==> config.mk <==
export PLATFORM = sky130hd
export DESIGN_NAME = mac_power_ctrl_flat
export DESIGN_NICKNAME = d
export VERILOG_FILES = /design/src/rtl/mac_power_ctrl_if.sv /design/src/rtl/mac_power_ctrl.sv /design/src/flat_wrapper.sv
export SDC_FILE = /design/constraint.sdc
export NUM_CORES = 1
export LEC_CHECK = 0
export CORE_UTILIZATION = 41
export DETAILED_ROUTE_END_ITERATION = 10
export PLACE_DENSITY = 0.63
export SLEW_MARGIN = 20
export SYNTH_ARGS = -nofsm -noshare
export SYNTH_HDL_FRONTEND = slang
export SYNTH_SLANG_ARGS = --single-unit
==> constraint.sdc <==
create_clock -name clk -period 2.3 [get_ports clk]
set_input_delay 0.46 -clock clk [delete_from_list [all_inputs] [get_ports clk]]
set_output_delay 0.46 -clock clk [all_outputs]
set_load 0.02 [all_outputs]
==> src/rtl/mac_power_ctrl_if.sv <==
// mac_power_ctrl_if: mode request handshake and MAC power-control outputs
interface mac_power_ctrl_if;
    logic [2:0] mode_req;
    logic       req_valid;
    logic       req_ready;
    logic [2:0] state_select;
    logic [3:0] supply_en;
    logic       iso_en;
    logic       mac_en;
    logic       busy;
    logic       done;
    logic       err;
    modport master (
        output mode_req, req_valid,
        input  req_ready, state_select, supply_en, iso_en, mac_en, busy, done, err
    );
    modport slave (
        input  mode_req, req_valid,
        output req_ready, state_select, supply_en, iso_en, mac_en, busy, done, err
    );
endinterface

==> src/rtl/mac_power_ctrl.sv <==
// mac_power_ctrl: sequences MAC_UPF power-mode changes (stall, isolate, make-before-break rails, commit, release)
module mac_power_ctrl #(
    parameter int SETTLE_CYCLES = 4
) (
    input logic clk,
    input logic reset,
    mac_power_ctrl_if.slave bus
);
    typedef enum logic [2:0] {IDLE, DRAIN, ISOLATE, MAKE, BREAK, RELEASE} state_t;
    state_t     st;
    logic [2:0] tgt;
    logic [7:0] cnt;
    logic       last;
    function automatic logic [3:0] rails(input logic [2:0] m);
        return m == 3'b001 ? 4'b0101 :
               m == 3'b011 ? 4'b0110 :
               (m == 3'b010 || m == 3'b110) ? 4'b1001 : 4'b0000;
    endfunction
    function automatic logic legal(input logic [2:0] m);
        return m != 3'b100 && m != 3'b101 && m != 3'b111;
    endfunction
    assign last = cnt == 8'(SETTLE_CYCLES - 1);
    always_ff @(posedge clk) begin
        if (reset) begin
            st               <= IDLE;
            tgt              <= 3'b000;
            cnt              <= 8'd0;
            bus.state_select <= 3'b000;
            bus.supply_en    <= 4'b0000;
            bus.iso_en       <= 1'b1;
            bus.mac_en       <= 1'b0;
            bus.req_ready    <= 1'b1;
            bus.busy         <= 1'b0;
            bus.done         <= 1'b0;
            bus.err          <= 1'b0;
        end else begin
            bus.done <= 1'b0;
            bus.err  <= 1'b0;
            case (st)
                IDLE: if (bus.req_valid && bus.req_ready) begin
                    if (!legal(bus.mode_req)) bus.err <= 1'b1;
                    else if (bus.mode_req != bus.state_select) begin
                        tgt           <= bus.mode_req;
                        st            <= DRAIN;
                        bus.mac_en    <= 1'b0;
                        bus.busy      <= 1'b1;
                        bus.req_ready <= 1'b0;
                    end
                end
                DRAIN: begin
                    st         <= ISOLATE;
                    bus.iso_en <= 1'b1;
                end
                ISOLATE: begin
                    st            <= MAKE;
                    cnt           <= 8'd0;
                    bus.supply_en <= bus.supply_en | rails(tgt);
                end
                MAKE: if (last) begin
                    st               <= BREAK;
                    cnt              <= 8'd0;
                    bus.supply_en    <= rails(tgt);
                    bus.state_select <= tgt;
                end else cnt <= cnt + 8'd1;
                BREAK: if (last) begin
                    st         <= RELEASE;
                    bus.iso_en <= tgt == 3'b000;
                end else cnt <= cnt + 8'd1;
                RELEASE: begin
                    st            <= IDLE;
                    bus.done      <= 1'b1;
                    bus.busy      <= 1'b0;
                    bus.req_ready <= 1'b1;
                    bus.mac_en    <= tgt != 3'b000;
                end
                default: st <= IDLE;
            endcase
        end
    end
endmodule

==> src/flat_wrapper.sv <==
// flat-port wrapper written by rule: the top's interface ports become plain ports
module mac_power_ctrl_flat 
#(
    parameter int SETTLE_CYCLES = 4
)
  (clk, reset, bus_mode_req, bus_req_valid, bus_req_ready, bus_state_select, bus_supply_en, bus_iso_en, bus_mac_en, bus_busy, bus_done, bus_err);
  mac_power_ctrl_if bus_i ();
  input logic clk;
  input logic reset;
  input wire logic [$bits(bus_i.mode_req)-1:0] bus_mode_req;
  input wire logic [$bits(bus_i.req_valid)-1:0] bus_req_valid;
  output wire logic [$bits(bus_i.req_ready)-1:0] bus_req_ready;
  output wire logic [$bits(bus_i.state_select)-1:0] bus_state_select;
  output wire logic [$bits(bus_i.supply_en)-1:0] bus_supply_en;
  output wire logic [$bits(bus_i.iso_en)-1:0] bus_iso_en;
  output wire logic [$bits(bus_i.mac_en)-1:0] bus_mac_en;
  output wire logic [$bits(bus_i.busy)-1:0] bus_busy;
  output wire logic [$bits(bus_i.done)-1:0] bus_done;
  output wire logic [$bits(bus_i.err)-1:0] bus_err;
  assign bus_i.mode_req = bus_mode_req;
  assign bus_i.req_valid = bus_req_valid;
  assign bus_req_ready = bus_i.req_ready;
  assign bus_state_select = bus_i.state_select;
  assign bus_supply_en = bus_i.supply_en;
  assign bus_iso_en = bus_i.iso_en;
  assign bus_mac_en = bus_i.mac_en;
  assign bus_busy = bus_i.busy;
  assign bus_done = bus_i.done;
  assign bus_err = bus_i.err;
  mac_power_ctrl #(.SETTLE_CYCLES(SETTLE_CYCLES)) u_core (.clk(clk), .reset(reset), .bus(bus_i));
endmodule
## After elaboration in Yosys (flattened, before gate mapping)

Index checks and enable logic that the tools add are counted.

| word-level totals | value |
|---|---|
| register bits after elaboration | 27 |
| input bits | 6 |
| output and inout bits | 13 |
| word-level logic and storage cells | 81 |

| cells by class | value |
|---|---|
| $add $sub $neg | 1 |
| eq/ne operators | 20 |
| muxes and demuxes | 27 |
| bitwise logic cells | 3 |
| reductions and logical operators | 19 |

Operators with widths:

| operator | number |
|---|---|
| $pmux W8 S3 | 1 |
| $mux W4 | 4 |
| $mux W8 | 2 |
| $mux W3 | 5 |
| $pmux W3 S5 | 1 |
| $eq A3 B2 Y1 const B | 4 |
| $ne A2 B1 Y1 const B | 5 |
| $eq A3 B3 Y1 const B | 3 |
| $mux W1 | 9 |
| $ne A3 B3 Y1 const B | 3 |
| $add A8 B1 Y8 const B | 1 |
| $eq A8 B2 Y1 const B | 1 |
| $pmux W1 S2 | 4 |
| $pmux W4 S2 | 1 |
| $reduce_and A2 Y1 | 4 |
| $reduce_and A4 Y1 | 2 |
| $eq A3 B1 Y1 const B | 2 |
| $logic_not A3 Y1 | 2 |
| $reduce_bool A2 Y1 | 3 |
| $reduce_bool A3 Y1 | 2 |
| $reduce_and A5 Y1 | 1 |
| $or A4 B4 Y4 | 1 |
| $logic_and A1 B1 Y1 | 3 |
| $ne A3 B3 Y1 | 1 |
| other kinds (4) | 5 |

## Depth between registers and ports, before layout

| logic depth | value |
|---|---|
| depth after elaboration | 7 |
| depth in mapped cells | 7 |
| gate-level depth less buffers | 6 |

## Least setup slack after synthesis

No wires, ideal clock.

| timing path | value |
|---|---|
| path type | flip-flop to flip-flop |
| from | register u_core.cnt[0] |
| to | register u_core.cnt[0] |
| setup time | 115 ps |
| data arrival time | 1453 ps |
| data required time | 2185 ps |
| slack | 732 ps |
| stages on the path, launching flop included | 8 |
| period minus slack after synthesis | 1568 ps |
| cell sequence | dfxtp_1 -> ha_1 -> nor4b_4 -> nand2_1 -> a21oi_2 -> or2_2 -> buf_2 -> nor2_1 |

| on the way | value |
|---|---|
| word-level cells in the longest chain between the ends | 3 |

Ends and longest elaborated chain:

| what | line | source |
|---|---|---|
| start, declared | mac_power_ctrl.sv:12 | `logic [7:0] cnt;` |
| start signal, assigned | mac_power_ctrl.sv:64 | `end else cnt <= cnt + 8'd1;` |
| start signal, assigned | mac_power_ctrl.sv:68 | `end else cnt <= cnt + 8'd1;` |
| $add A8 B1 Y8 / $eq A8 B2 Y1 (equally long branches) | mac_power_ctrl.sv:64, mac_power_ctrl.sv:68, mac_power_ctrl.sv:22 |  |
| $mux W8, or another cell as far along | mac_power_ctrl.sv:65 | `BREAK: if (last) begin` |
| $pmux W8 S3 / $reduce_and A2 Y1 (equally long branches) | - |  |

Parallel ways exist; a longest one is shown, timed or not. The select of a mux whose other input is x is not followed.
A chain may end at the register's enable or synchronous reset.

## Worst setup path in the final report

| timing path | value |
|---|---|
| from | register u_core.bus.state_select[1] |
| to | output port bus_state_select[1] |

RTL lines:

| what | line | source |
|---|---|---|
| start, declared | mac_power_ctrl_if.sv:19 | `output req_ready, state_select, supply_en, iso_en, mac_en, busy, done, err` |
| start signal, assigned | mac_power_ctrl.sv:63 | `bus.state_select <= tgt;` |
| end, declared | flat_wrapper.sv:13 | `output wire logic [$bits(bus_i.state_select)-1:0] bus_state_select;` |

No word-level cell between the ends.

==> impl_metrics.env <==
export IMPL_skew_ns=0.00402
export IMPL_post_cts_setup_buffer_count=0
export IMPL_slew_viol_final=0
export IMPL_syn_area_per_cell_um2=9.20
export IMPL_ctsHoldBuffers=0
export IMPL_drc=0
export IMPL_ir_worst_vdd_uv=273
export IMPL_hold_viol=0
export IMPL_synth_commonest_cells="27 x dfxtp_1, 16 x nor2_1, 9 x a21oi_1"
export IMPL_dr_first_iter_drc_count=29
export IMPL_first_pass_iters=4
export IMPL_max_freq_ghz=0.532
export IMPL_sw_frac_of_total=0.253
export IMPL_min_path_type="reg2reg"
export IMPL_path_cells="clkdlybuf4s50_1"
export IMPL_routed_wl_mm=2.52
export IMPL_clk_pin_slew_ns=0.14
export IMPL_yosysMostFrequentCell="dfxtp_1"
export IMPL_worstPathArrival_ns=1.42
export IMPL_async_reset_ff_frac=0
export IMPL_cts_buffers_inserted=3
export IMPL_synth_flop_cell="dfxtp_1"
export IMPL_grt_max_degree=15
export IMPL_worstPathRequired_ns=1.84
export IMPL_rr_worst_depth=6
export IMPL_synthTopCellsByArea="dfxtp_1 42%, mux2i_1 4.6%, nor2_1 4.6%"
export IMPL_clk_latency_ns=0.32
export IMPL_grt_setup_unrepaired="no"
export IMPL_fillers=289
export IMPL_end_kind="primary output"
export IMPL_p_int_uw=596
export IMPL_port_buffers=18
export IMPL_status="finished clean"
export IMPL_clockPowerShare=0.257
export IMPL_final_setup_tns_ns=0
export IMPL_fin_crit_ns=1.88
export IMPL_cp_start_kind="flop"
export IMPL_slew_headroom=0.644
export IMPL_start_util=0.429
export IMPL_die_w_um=58.3
export IMPL_path_buf_inv=1
export IMPL_rows=20
export IMPL_cts_tree="yes"
export IMPL_power_density_nw_per_um2=522
export IMPL_maxCapViolCount=0
export IMPL_num_antenna_cells=0
export IMPL_antenna_found_initial=0
export IMPL_drive_above_1_share=0.0949
export IMPL_ys_warn_count=0
export IMPL_fin_hold_ws_ns=0.470
export IMPL_setup_violations=0
export IMPL_critical_path_class="reg2out"
export IMPL_num_vias=1029
export IMPL_via_per_inst=5.09
export IMPL_core_area_um2=3030
export IMPL_clock_sinks=27
export IMPL_yosysSeqAreaShare=0.417
export IMPL_yosys_area_top_type="dfxtp_1"
export IMPL_grt_usage=0.171
export IMPL_synth_nets=148
export IMPL_finalCritPeriodShare=0.817
export IMPL_grt_pass1_vias=1026
export IMPL_clockBufferDepth=2
export IMPL_synth_seq_cells=27
export IMPL_grt_ovfl_total=0
export IMPL_post_dp_hpwl_mm=1.90
export IMPL_cellLeakagePower_uw=0.000564
export IMPL_htreeDepth=1
export IMPL_synthCells=141
export IMPL_antenna_left=0
export IMPL_cp_top_family="buffers and inverters"
export IMPL_share_seq_of_total_power=0.622
export IMPL_io_pins=19
export IMPL_area_delta_synth_final_pct=17.7
export IMPL_cts_resized=0
export IMPL_fp_dieArea_um2=3390
export IMPL_cts_root_buf="clkbuf_4"
export IMPL_p_sw_uw=202
export IMPL_share_comb_of_total_power=0.121
export IMPL_synth_cell_type_count=48
export IMPL_cp_slowest_cell="clkdlybuf4s50_1"
export IMPL_synth_edff_count=0
export IMPL_gp_congestion=0.766
export IMPL_layout_nets=166
export IMPL_crit_cells=1
export IMPL_post_drt_wl_per_cell_um=12.5
export IMPL_die_y_um=58.3
export IMPL_yosysTopAreaCellShare=0.417
export IMPL_slowest_delay_ns=0.64
export IMPL_grt_pass1_wl_mm=4.51
export IMPL_syn_area_um2=1300
export IMPL_worst_pin_slew_ns=0.533
export IMPL_holdPathStages=2
export IMPL_path_max_fanout=6
-- path summary, 6_finish.rpt --
check | startpoint | endpoint | slack (ns)
max | u_core.bus.state_select[1]$_SDFFE_PP0P_ | bus_state_select[1] | 0.42
max reg2reg | u_core.cnt[0]$_SDFFE_PP0P_ | u_core.bus.supply_en[1]$_SDFFE_PP0P_ | 0.48
min | u_core.bus.supply_en[3]$_SDFFE_PP0P_ | u_core.bus.supply_en[3]$_SDFFE_PP0P_ | 0.47
min reg2reg | u_core.bus.supply_en[3]$_SDFFE_PP0P_ | u_core.bus.supply_en[3]$_SDFFE_PP0P_ | 0.47
-- power by group through the flow --
stage          logic [uW]  registers (uW)  clock network (uW)
2_1_floorplan        68.6             505                   0
3_3_place_gp         96.4             506                   0
3_5_place_dp         97.1             507                   0
4_1_cts              97.7             496                 212
5_1_grt               107             499                 233
6_report             96.5             496                 205
-- registers in the layout, summed over array words and instances (netlist names) --
signal,cells
u_core.bus.done,1
u_core.bus.err,1
u_core.cnt,8
u_core.bus.mac_en,1
u_core.st,3
u_core.bus.supply_en,4
u_core.bus.state_select,3
u_core.bus.iso_en,1
u_core.bus.req_ready,1
u_core.bus.busy,1
u_core.tgt,3
-- routing by layer --
metal | part of all wire | track usage | vias to the layer above
li1 | - | - | 528
met2 | 0.45 | 0.255 | 13
met4 | 0.019 | 0.0714 | 0
met5 | 0 | 0 | -
met1 | 0.50 | 0.243 | 482
met3 | 0.030 | 0.0335 | 6
-- cells in the final DEF, fill, tap and decap left out, drive strengths merged, types with 4 or more instances in the layout --
cell,count
nor3,5
nor2,16
xor2,5
o21ai,4
clkdlybuf4s50,18
nand2b,6
dfxtp,27
mux2i,6
a21oi,11
nand2,6
clkbuf,4
nor2b,4
nand3,6
-- cells by family after synthesis --
logic type	count (synthesis)	synth area share
adders and majority gates	1	0.00964
AOI/OAI and AO/OA	29	0.145
xor gates and xnor gates	8	0.0540
buffers and inverters	8	0.0357
and+or+nand+nor	62	0.293
muxes	6	0.0463
DFF	27	0.417
-- layout make-up --
type / instances / area, um^2 / share of cell area
inverter: 2 / 7.51 / 0.00491
clock buffer: 4 / 26.3 / 0.0172
tap: 44 / 55.1 / 0.0360
multi-input combinational: 106 / 711 / 0.465
sequential: 27 / 541 / 0.354
timing repair buffer: 19 / 188 / 0.123
-- through the flow --
stage          utilization  instances  cell area, um^2  power, uW  worst slack [ns]
2_1_floorplan            -        141             1300        573             0.732
3_3_place_gp         0.496        198             1500        603             0.266
3_5_place_dp         0.496        198             1500        604             0.183
4_1_cts              0.505        202             1530        806             0.399
5_1_grt              0.505        202             1530        839             0.298
6_report             0.505        202             1530        797             0.421
(Power assumes the default switching activity.)
